## src/rtl/data_memory_port.sv

```systemverilog
// Load/store access controller for a byte-addressed, little-endian 32-bit data memory.
// Handles sub-word loads with extension, and performs sub-word stores as a read-modify-write.
module data_memory_port #(
  parameter int unsigned ADDR_LIMIT = 128
) (
  input  logic        clk_i,
  input  logic        rst_i,
  input  logic        req_i,
  input  logic        we_i,
  input  logic [1:0]  size_i,
  input  logic        unsigned_i,
  input  logic [31:0] addr_i,
  input  logic [31:0] wdata_i,
  output logic        busy_o,
  output logic        done_o,
  output logic        err_o,
  output logic [31:0] rdata_o,
  output logic [31:0] mem_addr_o,
  output logic [31:0] mem_data_o,
  output logic        mem_read_o,
  output logic        mem_write_o,
  input  logic [31:0] mem_data_i
);

  typedef enum logic [1:0] {StIdle, StRd, StWr, StDone} state_e;

  state_e      state_q, state_d;
  logic        we_q, we_d;
  logic [1:0]  size_q, size_d;
  logic        uns_q, uns_d;
  logic [31:0] addr_q, addr_d;
  logic [31:0] data_q, data_d;
  logic [31:0] rdata_q, rdata_d;
  logic        err_q, err_d;

  logic [2:0]  width;
  logic        misaligned;
  logic        out_of_range;
  logic        bad_req;
  logic [4:0]  byte_sh;
  logic [4:0]  half_sh;
  logic [7:0]  rd_byte;
  logic [15:0] rd_half;

  always_comb begin
    unique case (size_i)
      2'b00:   width = 3'd1;
      2'b01:   width = 3'd2;
      default: width = 3'd4;
    endcase
  end

  assign misaligned   = ((size_i == 2'b01) && addr_i[0]) ||
                        ((size_i == 2'b10) && (addr_i[1:0] != 2'b00));
  // 33-bit sum so addresses near 2^32 cannot wrap back into range
  assign out_of_range = ({1'b0, addr_i} + {30'b0, width}) > 33'(ADDR_LIMIT);
  assign bad_req      = misaligned || out_of_range || (size_i == 2'b11);

  assign byte_sh = {addr_q[1:0], 3'b000};
  assign half_sh = {addr_q[1], 4'b0000};
  assign rd_byte = 8'(mem_data_i >> byte_sh);
  assign rd_half = 16'(mem_data_i >> half_sh);

  always_comb begin
    state_d = state_q;
    we_d    = we_q;
    size_d  = size_q;
    uns_d   = uns_q;
    addr_d  = addr_q;
    data_d  = data_q;
    rdata_d = rdata_q;
    err_d   = err_q;

    unique case (state_q)
      StIdle: begin
        if (req_i) begin
          we_d   = we_i;
          size_d = size_i;
          uns_d  = unsigned_i;
          addr_d = addr_i;
          data_d = wdata_i;
          err_d  = bad_req;
          if (bad_req) begin
            state_d = StDone;
          end else if (we_i && (size_i == 2'b10)) begin
            state_d = StWr;
          end else begin
            state_d = StRd;
          end
        end
      end
      StRd: begin
        if (we_q) begin
          if (size_q == 2'b00) begin
            data_d = (mem_data_i & ~(32'h0000_00ff << byte_sh)) |
                     ({24'b0, data_q[7:0]} << byte_sh);
          end else begin
            data_d = (mem_data_i & ~(32'h0000_ffff << half_sh)) |
                     ({16'b0, data_q[15:0]} << half_sh);
          end
          state_d = StWr;
        end else begin
          unique case (size_q)
            2'b00:   rdata_d = uns_q ? {24'b0, rd_byte} : {{24{rd_byte[7]}}, rd_byte};
            2'b01:   rdata_d = uns_q ? {16'b0, rd_half} : {{16{rd_half[15]}}, rd_half};
            default: rdata_d = mem_data_i;
          endcase
          state_d = StDone;
        end
      end
      StWr:    state_d = StDone;
      StDone:  state_d = StIdle;
      default: state_d = StIdle;
    endcase
  end

  always_ff @(posedge clk_i or negedge rst_i) begin
    if (!rst_i) begin
      state_q <= StIdle;
      we_q    <= 1'b0;
      size_q  <= 2'b00;
      uns_q   <= 1'b0;
      addr_q  <= 32'b0;
      data_q  <= 32'b0;
      rdata_q <= 32'b0;
      err_q   <= 1'b0;
    end else begin
      state_q <= state_d;
      we_q    <= we_d;
      size_q  <= size_d;
      uns_q   <= uns_d;
      addr_q  <= addr_d;
      data_q  <= data_d;
      rdata_q <= rdata_d;
      err_q   <= err_d;
    end
  end

  assign busy_o      = (state_q != StIdle);
  assign done_o      = (state_q == StDone);
  assign err_o       = (state_q == StDone) && err_q;
  assign rdata_o     = rdata_q;
  assign mem_addr_o  = {addr_q[31:2], 2'b00};
  assign mem_data_o  = data_q;
  assign mem_read_o  = (state_q == StRd);
  assign mem_write_o = (state_q == StWr);

endmodule

```

## config.mk

```make
export PLATFORM = sky130hd
export DESIGN_NAME = data_memory_port
export DESIGN_NICKNAME = d
export VERILOG_FILES = /design/src/rtl/data_memory_port.sv
export SDC_FILE = /design/constraint.sdc
export NUM_CORES = 1
export LEC_CHECK = 0
export CAP_MARGIN = 40
export CORE_MARGIN = 2
export CORE_UTILIZATION = 50
export DETAILED_ROUTE_END_ITERATION = 16
export PLACE_DENSITY = 0.86
export SLEW_MARGIN = 20
export SYNTH_ARGS = -nofsm -noshare
export SYNTH_HDL_FRONTEND = slang
export SYNTH_SLANG_ARGS = --single-unit
```

## constraint.sdc

```tcl
create_clock -name clk_i -period 3.39 [get_ports clk_i]
set_input_delay 0.5085 -clock clk_i [delete_from_list [all_inputs] [get_ports clk_i]]
set_output_delay 0.5085 -clock clk_i [all_outputs]
set_load 0.02 [all_outputs]
```

; ---- After elaboration in Yosys (flattened, before gate mapping)
; Cells that the tools add are included.
[classes]
addsub = 1
order_cmp = 1
n_eq_ne = 9
shift = 6
mux = 13
bitwise = 7
reduce_logical = 16
[op_table]
columns = op, n
row1 = 32-bit 2-to-1 mux, 5
row2 = 32-bit case mux with 2 select lines, 2
row3 = 32-bit bitwise AND, 2
row4 = 32-bit inverter, 2
row5 = 32-bit OR, 2
row6 = 32-bit by 3-bit adder with 33-bit output, 1
row7 = "33-bit by 8-bit > comparator with 1-bit output, second input constant", 1
row8 = 16-bit by 5-bit left shift with 32-bit output, 1
row9 = "16-bit by 5-bit left shift with 32-bit output, first input constant", 1
row10 = 8-bit by 5-bit left shift with 32-bit output, 1
row11 = "8-bit by 5-bit left shift with 32-bit output, first input constant", 1
row12 = 32-bit by 5-bit right shift with 16-bit output, 1
row13 = 32-bit by 5-bit right shift with 8-bit output, 1
row14 = "2-bit equality test, second input constant", 4
row15 = 2-bit case mux with 4 select lines, 1
row16 = "2-bit by 1-bit equality test with 1-bit output, second input constant", 3
row17 = 2-bit zero test, 3
row18 = 2-bit 2-to-1 mux, 3
row19 = 3-bit case mux with 2 select lines, 1
row20 = 2-bit nonzero test, 3
row21 = 1-bit logical AND, 4
row22 = 2-bit AND reduction, 2
row23 = 1-bit logical OR, 3
row24 = 3-bit AND reduction, 1
row25 = other kinds (4), 4
[totals]
register_bits = 103
word_cells = 61

; ---- Depth between registers and ports, before layout
; Gate-level depths: netlist of the first run.
[logic_depth]
depth_word = 9
depth_mapped = 11
mapped_depth_nobuf = 11

; ---- Worst setup path after synthesis of the first run
; No wires, ideal clock.
[synth_timing]
kind = input-to-reg
from = input size_i[1]
to = register state_q[1]
setup_ns = 0.140
arrival_ns = 2.496
slack_ns = 0.754
cell_stages = 11
cell_sequence = nor2_1 > ha_1 > fa_1 > a21oi_1 > nor4b_2 > o221a_2 > nand4_1 > a211oi_1 > nand4b_1 > nor3_1 > a41oi_1
[synth_via]
elab_chain_cells = 9
[synth_lines]
columns = item, line_no
row1 = "start, declared", 10  ; input logic [1:0] size_i,
row2 = 2-bit by 1-bit equality test with 1-bit output or 2-bit zero test (tied branches), "46, 53"
row3 = 3-bit case mux with 2 select lines, 46  ; unique case (size_i)
row4 = 32-bit by 3-bit adder with 33-bit output, 56  ; assign out_of_range = ({1'b0, addr_i} + {30'b0, width}) > 33'(ADDR_LIMIT);
row5 = 33-bit by 8-bit > comparator with 1-bit output, 56
row6 = 1-bit logical OR (2 in series), 57  ; assign bad_req = misaligned || out_of_range || (size_i == 2'b11);
row7 = 2-bit 2-to-1 mux (*), 83  ; if (bad_req) begin
row8 = 2-bit 2-to-1 mux (*), 76  ; if (req_i) begin
row9 = 2-bit case mux with 4 select lines (*), 74  ; unique case (state_q)
row10 = "end signal, assigned", 119  ; state_q <= StIdle;
row11 = "end signal, assigned", 128  ; state_q <= state_d;
row12 = "end, declared", 27  ; state_e state_q, state_d;
; Every way passes the cells marked *; elsewhere a longest branch is shown, timed or not. The select of a mux whose other input is x is not followed.
; A chain may end at the register's enable or synchronous reset.

; ---- Final worst setup path of the first run
[layout_timing]
from = input size_i[1]
to = register state_q[0]
; The elaborated chain is that of the path after synthesis.

==> metrics.md, run 1 <==
| Metric | Value |
|---|---|
| Outcome | complete, no violations |
| Antenna fix cells | 0 |
| Starting density of the core | 51.0% |
| Final Skew | 0.00811 ns |
| Utilization after layout | 69.7% |
| DRT Pass-1 Iters | 6 |
| Via Count | 5986 |
| First-pass GRT wire length | 30500 um |
| Vias in the first global route | 5850 |
| Asr flop ratio synth | 100% |
| Clock Path Buffers | 2 |
| EDFF count, synth | 0 |
| DIE WIDTH | 115 um |
| GPL Wtd Cong | 0.923 |
| Filler Cell Count | 944 |
| Routed WL | 19500 um |
| Post-CTS Setup Inserts | 0 |
| Power Total | 7.81 mW |
| Top FF cell, synth | dfrtp_1 |
| Vias/cell | 5.94 |
| Worst-Margin Slew | 0.682 ns |
| Fraction of layout cells with a size suffix above 1 | 9.99% |
| Cell count after synthesis | 694 |
| Die area | 13200 um^2 |
| Worst min path class | in2async |
| Post-synth cell types | 61 |
| Site Rows | 40 |
| Final Max Slew Viols | 0 |
| Yosys warnings | 0 |
| Crit start category | input pin |
| Post-CTS Resized | 0 |
| Clock root buffer | clkbuf_16 |
| Fin crit share | 92.3% |
| DP Worst Slack | -0.0818 ns |
| Setup CP Type | in2reg |
| Post-Syn Area | 6130 um^2 |
| Hold violation count in the final report | 0 |
| CP Capture Type | register |
| H-tree depth | 3 |
| Pwr per Cell Area | 932 nW/um^2 |
| Data arrival, critical path | 3.36 ns |
| Post-Route Setup TNS | 0 ns |
| Final critical-path required period | 3.13 ns |
| Setup ws final | 0.262 ns |
| Routed len/inst | 19.3 um |
| Initial antenna violation count | 0 |
| Final setup viols | 0 |
| Pin count of the biggest net entering global routing | 53 |
| Slew margin rel. | 54.5% |
| Core area | 12000 um^2 |
| RSZ-0062 raised after global routing | no |
| GR Overflow Total | 0 |
| Max IR drop VDD | 0.514 mV |
| Peak Freq | 0.320 GHz |
| Pleak | 3.47 nW |
| Die Y | 115 um |
| Flop2flop setup slack | 1.05 ns |
| Remaining antenna violation count | 0 |
| DP Wirelength | 14800 um |
| MaxCap Viol Count | 0 |
| CTS Buf Count | 9 |
| Synth-to-Final Area Change | 36.6% |
| Mean Syn Cell Area | 8.83 um^2 |
| CTS tree | built |
| Clock Latency Late Sink | 0.36 ns |
| Seq/Total Area, Yosys | 42.1% |
| TritonCTS Sinks | 103 |
| Iteration-0 DRC Markers | 503 |
| Remaining routing DRC violations | 0 |
| Fin nets | 969 |
| Yosys reg bits | 103 |
| Crit-path max FO | 6 |
| Crit path required time | 3.62 ns |
| Reg clk slew, reported paths | 0.07 ns |
| Total GRT Usage | 29.6% |
| # IOs | 204 |
| Hold Buf Count CTS | 0 |
| Number of port buffers | 201 |
cell families (layout without fill, tap and decap cells):
kind of cell | Yosys count | after routing | synth area share, %
fa+ha+maj | 9 | 9 | 1.96
xor+xnor | 7 | 7 | 1.00
buf+inv | 75 | 241 | 6.59
other cells | 1 | 2 | 0.0612
simple gates | 250 | 250 | 20.0
flops | 103 | 103 | 42.1
compound gates | 194 | 194 | 18.4
mux | 55 | 55 | 9.94
metrics by stage:
stage               cell area [um^2]  instances  hold WS (ns)
floorplan                       6130        695         0.213
global placement                8070        990         0.464
detailed placement              8100        992         0.473
CTS                             8360       1007         0.221
global route                    8370       1008         0.256
finish                          8370       1008         0.198
critical path, stage by stage:
cell and delay (ns):
clkdlybuf4s50_1 0.43, buf_4 0.17, nor2b_1 0.22, fa_1 0.29, a21oi_1 0.17, nor4b_2 0.39
o221a_2 0.27, nand4_1 0.10, a211oi_1 0.23, nand4b_1 0.16, nor4_1 0.30, o22ai_1 0.10
cell type report:
type	count	area [um^2]	area share, %
clock inverter	4	22.5	0.269
clock buffer	11	243	2.90
timing repair buffer	220	2170	25.9
inverter	6	22.5	0.269
tap	147	184	2.20
multi-input combinational	517	3160	37.7
sequential	103	2580	30.8
power by group:
| part | switching (mW) | internal, mW | total (mW) | leakage (nW) |
|---|---|---|---|---|
| Sequential | 0.441 | 1.86 | 2.30 | 1.24 |
| Clock | 0.466 | 0.511 | 0.977 | 0.131 |
| Combinational | 2.51 | 2.02 | 4.53 | 2.10 |
cell usage in the layout, fill, tap and decap left out, drive strengths merged, types with 5 or more instances in the layout:
| master | Yosys | routed |
|---|---|---|
| clkdlybuf4s50 | 0 | 200 |
| dfrtp | 103 | 103 |
| nand2 | 101 | 101 |
| o21ai | 94 | 94 |
| nor2 | 53 | 53 |
| a21oi | 46 | 46 |
| mux2 | 37 | 37 |
| nand3 | 28 | 28 |
| buf | 36 | 20 |
| mux2i | 17 | 17 |
| nor2b | 11 | 11 |
| nand4 | 11 | 11 |
| clkbuf | 33 | 11 |
| o22ai | 10 | 10 |
| a22oi | 9 | 9 |
| nor3 | 9 | 9 |
| ha | 8 | 8 |
| nand2b | 7 | 7 |
| a221oi | 7 | 7 |
| and3 | 7 | 7 |
| a21o | 6 | 6 |
| inv | 5 | 5 |
| a211oi | 5 | 5 |
metal layers:
layer  up-vias  GRT usage [%]  part of all wire (%)  wire length, um
met5         -              0                     0                0
met4         0           14.6                   4.0              775
met3        62           6.25                   8.7             1690
met2       338           50.3                    48             9390
met1      2809           36.0                    39             7600
li1       2777              -                     -                -
synthesized netlist by cell type, types with 5 or more instances:
cell type,count,area share [%]
o22ai_1,10,1.0
clkbuf_1,32,2.0
a21o_1,6,0.73
nand3_1,26,2.1
ha_1,8,1.6
nor2_1,53,3.2
dfrtp_1,103,42
o21ai_0,92,7.5
nand4_1,10,1.0
nand2_1,101,6.2
inv_1,5,0.31
mux2i_1,17,2.8
nor3_1,8,0.65
nor2b_1,11,1.1
a21oi_1,46,3.8
mux2_2,37,6.8
a221oi_1,7,1.0
a22oi_1,9,1.1
and3_1,6,0.61
nand2b_1,7,0.71
buf_4,32,3.9
worst paths after layout:
path                                         from                    endpoint  cells after the start
max                                     size_i[1]      state_q[0]$_DFFE_PN0P_                     12
min                                         rst_i  asynchronous set/reset pin                      1
max reg2reg                 size_q[0]$_DFFE_PN0P_                    register                      9
min reg2reg                rdata_o[1]$_DFFE_PN0P_      rdata_o[1]$_DFFE_PN0P_                      2
max in group asynchronous                   rst_i     rdata_o[23]$_DFFE_PN0P_                      3
min in group clk_i         rdata_o[1]$_DFFE_PN0P_      rdata_o[1]$_DFFE_PN0P_                      2
No activity file was read; power rests on OpenSTA's default activity.
==> inputs of run 2 (changes only) <==
--- a/config.mk
+++ b/config.mk
@@ -7,9 +7,8 @@
 export LEC_CHECK = 0
 export CAP_MARGIN = 40
 export CORE_MARGIN = 2
-export CORE_UTILIZATION = 50
+export CORE_UTILIZATION = 30
 export DETAILED_ROUTE_END_ITERATION = 16
-export PLACE_DENSITY = 0.86
 export SLEW_MARGIN = 20
 export SYNTH_ARGS = -nofsm -noshare
 export SYNTH_HDL_FRONTEND = slang
==> metrics.md, run 2 (synthesized netlist as in run 1, its figures left out) <==
| Metric | Value |
|---|---|
| Outcome | complete, no violations |
| CTS tree | built |
| First-pass GRT wire length | 34200 um |
| Worst min path class | in2async |
| Final setup viols | 0 |
| Clock Path Buffers | 2 |
| Data arrival, critical path | 3.25 ns |
| Final critical-path required period | 3.03 ns |
| Fin nets | 978 |
| DP Wirelength | 16600 um |
| H-tree depth | 3 |
| CP Capture Type | register |
| Final cell count without fillers | 1141 |
| Hold Buf Count CTS | 0 |
| Setup CP Type | in2reg |
| Remaining antenna violation count | 0 |
| Die area | 21600 um^2 |
| CTS Buf Count | 9 |
| Slew margin rel. | 47.7% |
| Final Max Slew Viols | 0 |
| Max IR drop VDD | 0.374 mV |
| Crit path required time | 3.62 ns |
| Depth of the most critical reg-to-reg path | 8 |
| Vias/cell | 5.11 |
| Via Count | 5828 |
| Initial antenna violation count | 1 |
| CP cell instances | clkdlybuf4s50_1, nor2_1, ha_1, fa_1, a21o_1, a41oi_1, o221a_2, nand4_1, a211oi_1, nand4b_1, nor4_1, o22ai_1 |
| Post-Route Setup TNS | 0 ns |
| Number of port buffers | 201 |
| Setup ws final | 0.365 ns |
| Final instance area | 8620 um^2 |
| Routed WL | 22000 um |
| Total GRT Usage | 20.5% |
| Post-CTS Resized | 0 |
| Reg clk slew, reported paths | 0.08 ns |
| GPL Wtd Cong | 0.893 |
| Core area | 20200 um^2 |
| Placed insts | 1125 |
| Remaining routing DRC violations | 0 |
| Antenna fix cells | 0 |
| DP Worst Slack | 0.0103 ns |
| Utilization after layout | 42.7% |
| Reg-to-reg critical path startpoint | size_q[0]$_DFFE_PN0P_ |
| Flop2flop setup slack | 0.80 ns |
| TritonCTS Sinks | 103 |
| Pin count of the biggest net entering global routing | 57 |
| Pwr per Cell Area | 914 nW/um^2 |
| Slowest CP cell | clkdlybuf4s50_1 |
| DIE WIDTH | 147 um |
| Iteration-0 DRC Markers | 310 |
| Routed len/inst | 19.3 um |
| Most frequent cells in the layout | clkdlybuf4s50_1, dfrtp_1, nand2_1 |
| Clock Latency Late Sink | 0.36 ns |
| Pleak | 3.52 nW |
| Die Y | 147 um |
| Worst-Margin Slew | 0.784 ns |
| RSZ-0062 raised after global routing | no |
| Starting density of the core | 30.4% |
| GR Overflow Total | 0 |
| # IOs | 204 |
| Most common cell after layout, fill and taps aside | clkdlybuf4s50_1 |
| Site Rows | 52 |
| MaxCap Viol Count | 0 |
| Crit start category | input pin |
| Synth-to-Final Area Change | 40.6% |
| Post-DP Area | 8340 um^2 |
| Smallest hold slack | 0.166 ns |
| Crit-path leading delay family | compound AO/OA/AOI/OAI gates |
| Crit path buf inv count | 1 |
| Power Total | 7.88 mW |
| DRT Pass-1 Iters | 4 |
| Hold violation count in the final report | 0 |
| Post-CTS Setup Inserts | 0 |
| Fraction of layout cells with a size suffix above 1 | 11.0% |
| Vias in the first global route | 5879 |
| Crit-path max FO | 3 |
| Fin crit share | 89.2% |
| Peak Freq | 0.331 GHz |
| CP max stage delay | 0.51 ns |
| Filler Cell Count | 2015 |
| Final Skew | 0.0117 ns |
| Clock root buffer | clkbuf_16 |
==> run 2: area by class of cell <==
class / count / area [um^2] / area share (%)
flip-flops and latches: 103 / 2580 / 29.9
clock inverters: 6 / 48.8 / 0.566
repair buffers: 229 / 2240 / 26.1
clock buffers: 10 / 229 / 2.66
well taps: 270 / 338 / 3.92
multi-input cells: 517 / 3160 / 36.6
inverters: 6 / 22.5 / 0.261
==> run 2: routing by layer <==
layer | global-route usage [%] | share of wire [%] | up-vias
li1 | - | - | 2798
met4 | 5.14 | 1.6 | 0
met1 | 27.8 | 45 | 2764
met5 | 0 | 0 | -
met2 | 32.9 | 46 | 242
met3 | 5.22 | 8.3 | 24
==> run 2: how the worst max path moves through the flow <==
stage / to / startpoint / cells past startpoint / slack [ns]
6_report: state_q[0]$_DFFE_PN0P_ / size_i[0] / 12 / 0.36
5_1_grt: state_q[1]$_DFFE_PN0P_ / size_i[1] / 12 / 0.01
4_1_cts: state_q[0]$_DFFE_PN0P_ / size_i[1] / 12 / 0.36
2_1_floorplan: state_q[1]$_DFFE_PN0P_ / size_i[1] / 11 / 0.75
3_5_place_dp: state_q[0]$_DFFE_PN0P_ / size_i[1] / 12 / 0.01
3_3_place_gp: state_q[1]$_DFFE_PN0P_ / size_i[1] / 12 / 0.04
==> run 2: worst reg2reg max path: cells and delay by family (launching register included) <==
family	cells	cell delay, ns
and+or+nand+nor	4	1.35
DFF	1	0.53
AOI/OAI and AO/OA	3	0.45
buffers and inverters	1	0.20
==> run 2: power by group <==
group          switching [mW]  total (mW)  internal [mW]
clock                   0.526        1.04          0.511
sequential              0.485        2.34           1.86
combinational            2.47        4.50           2.02
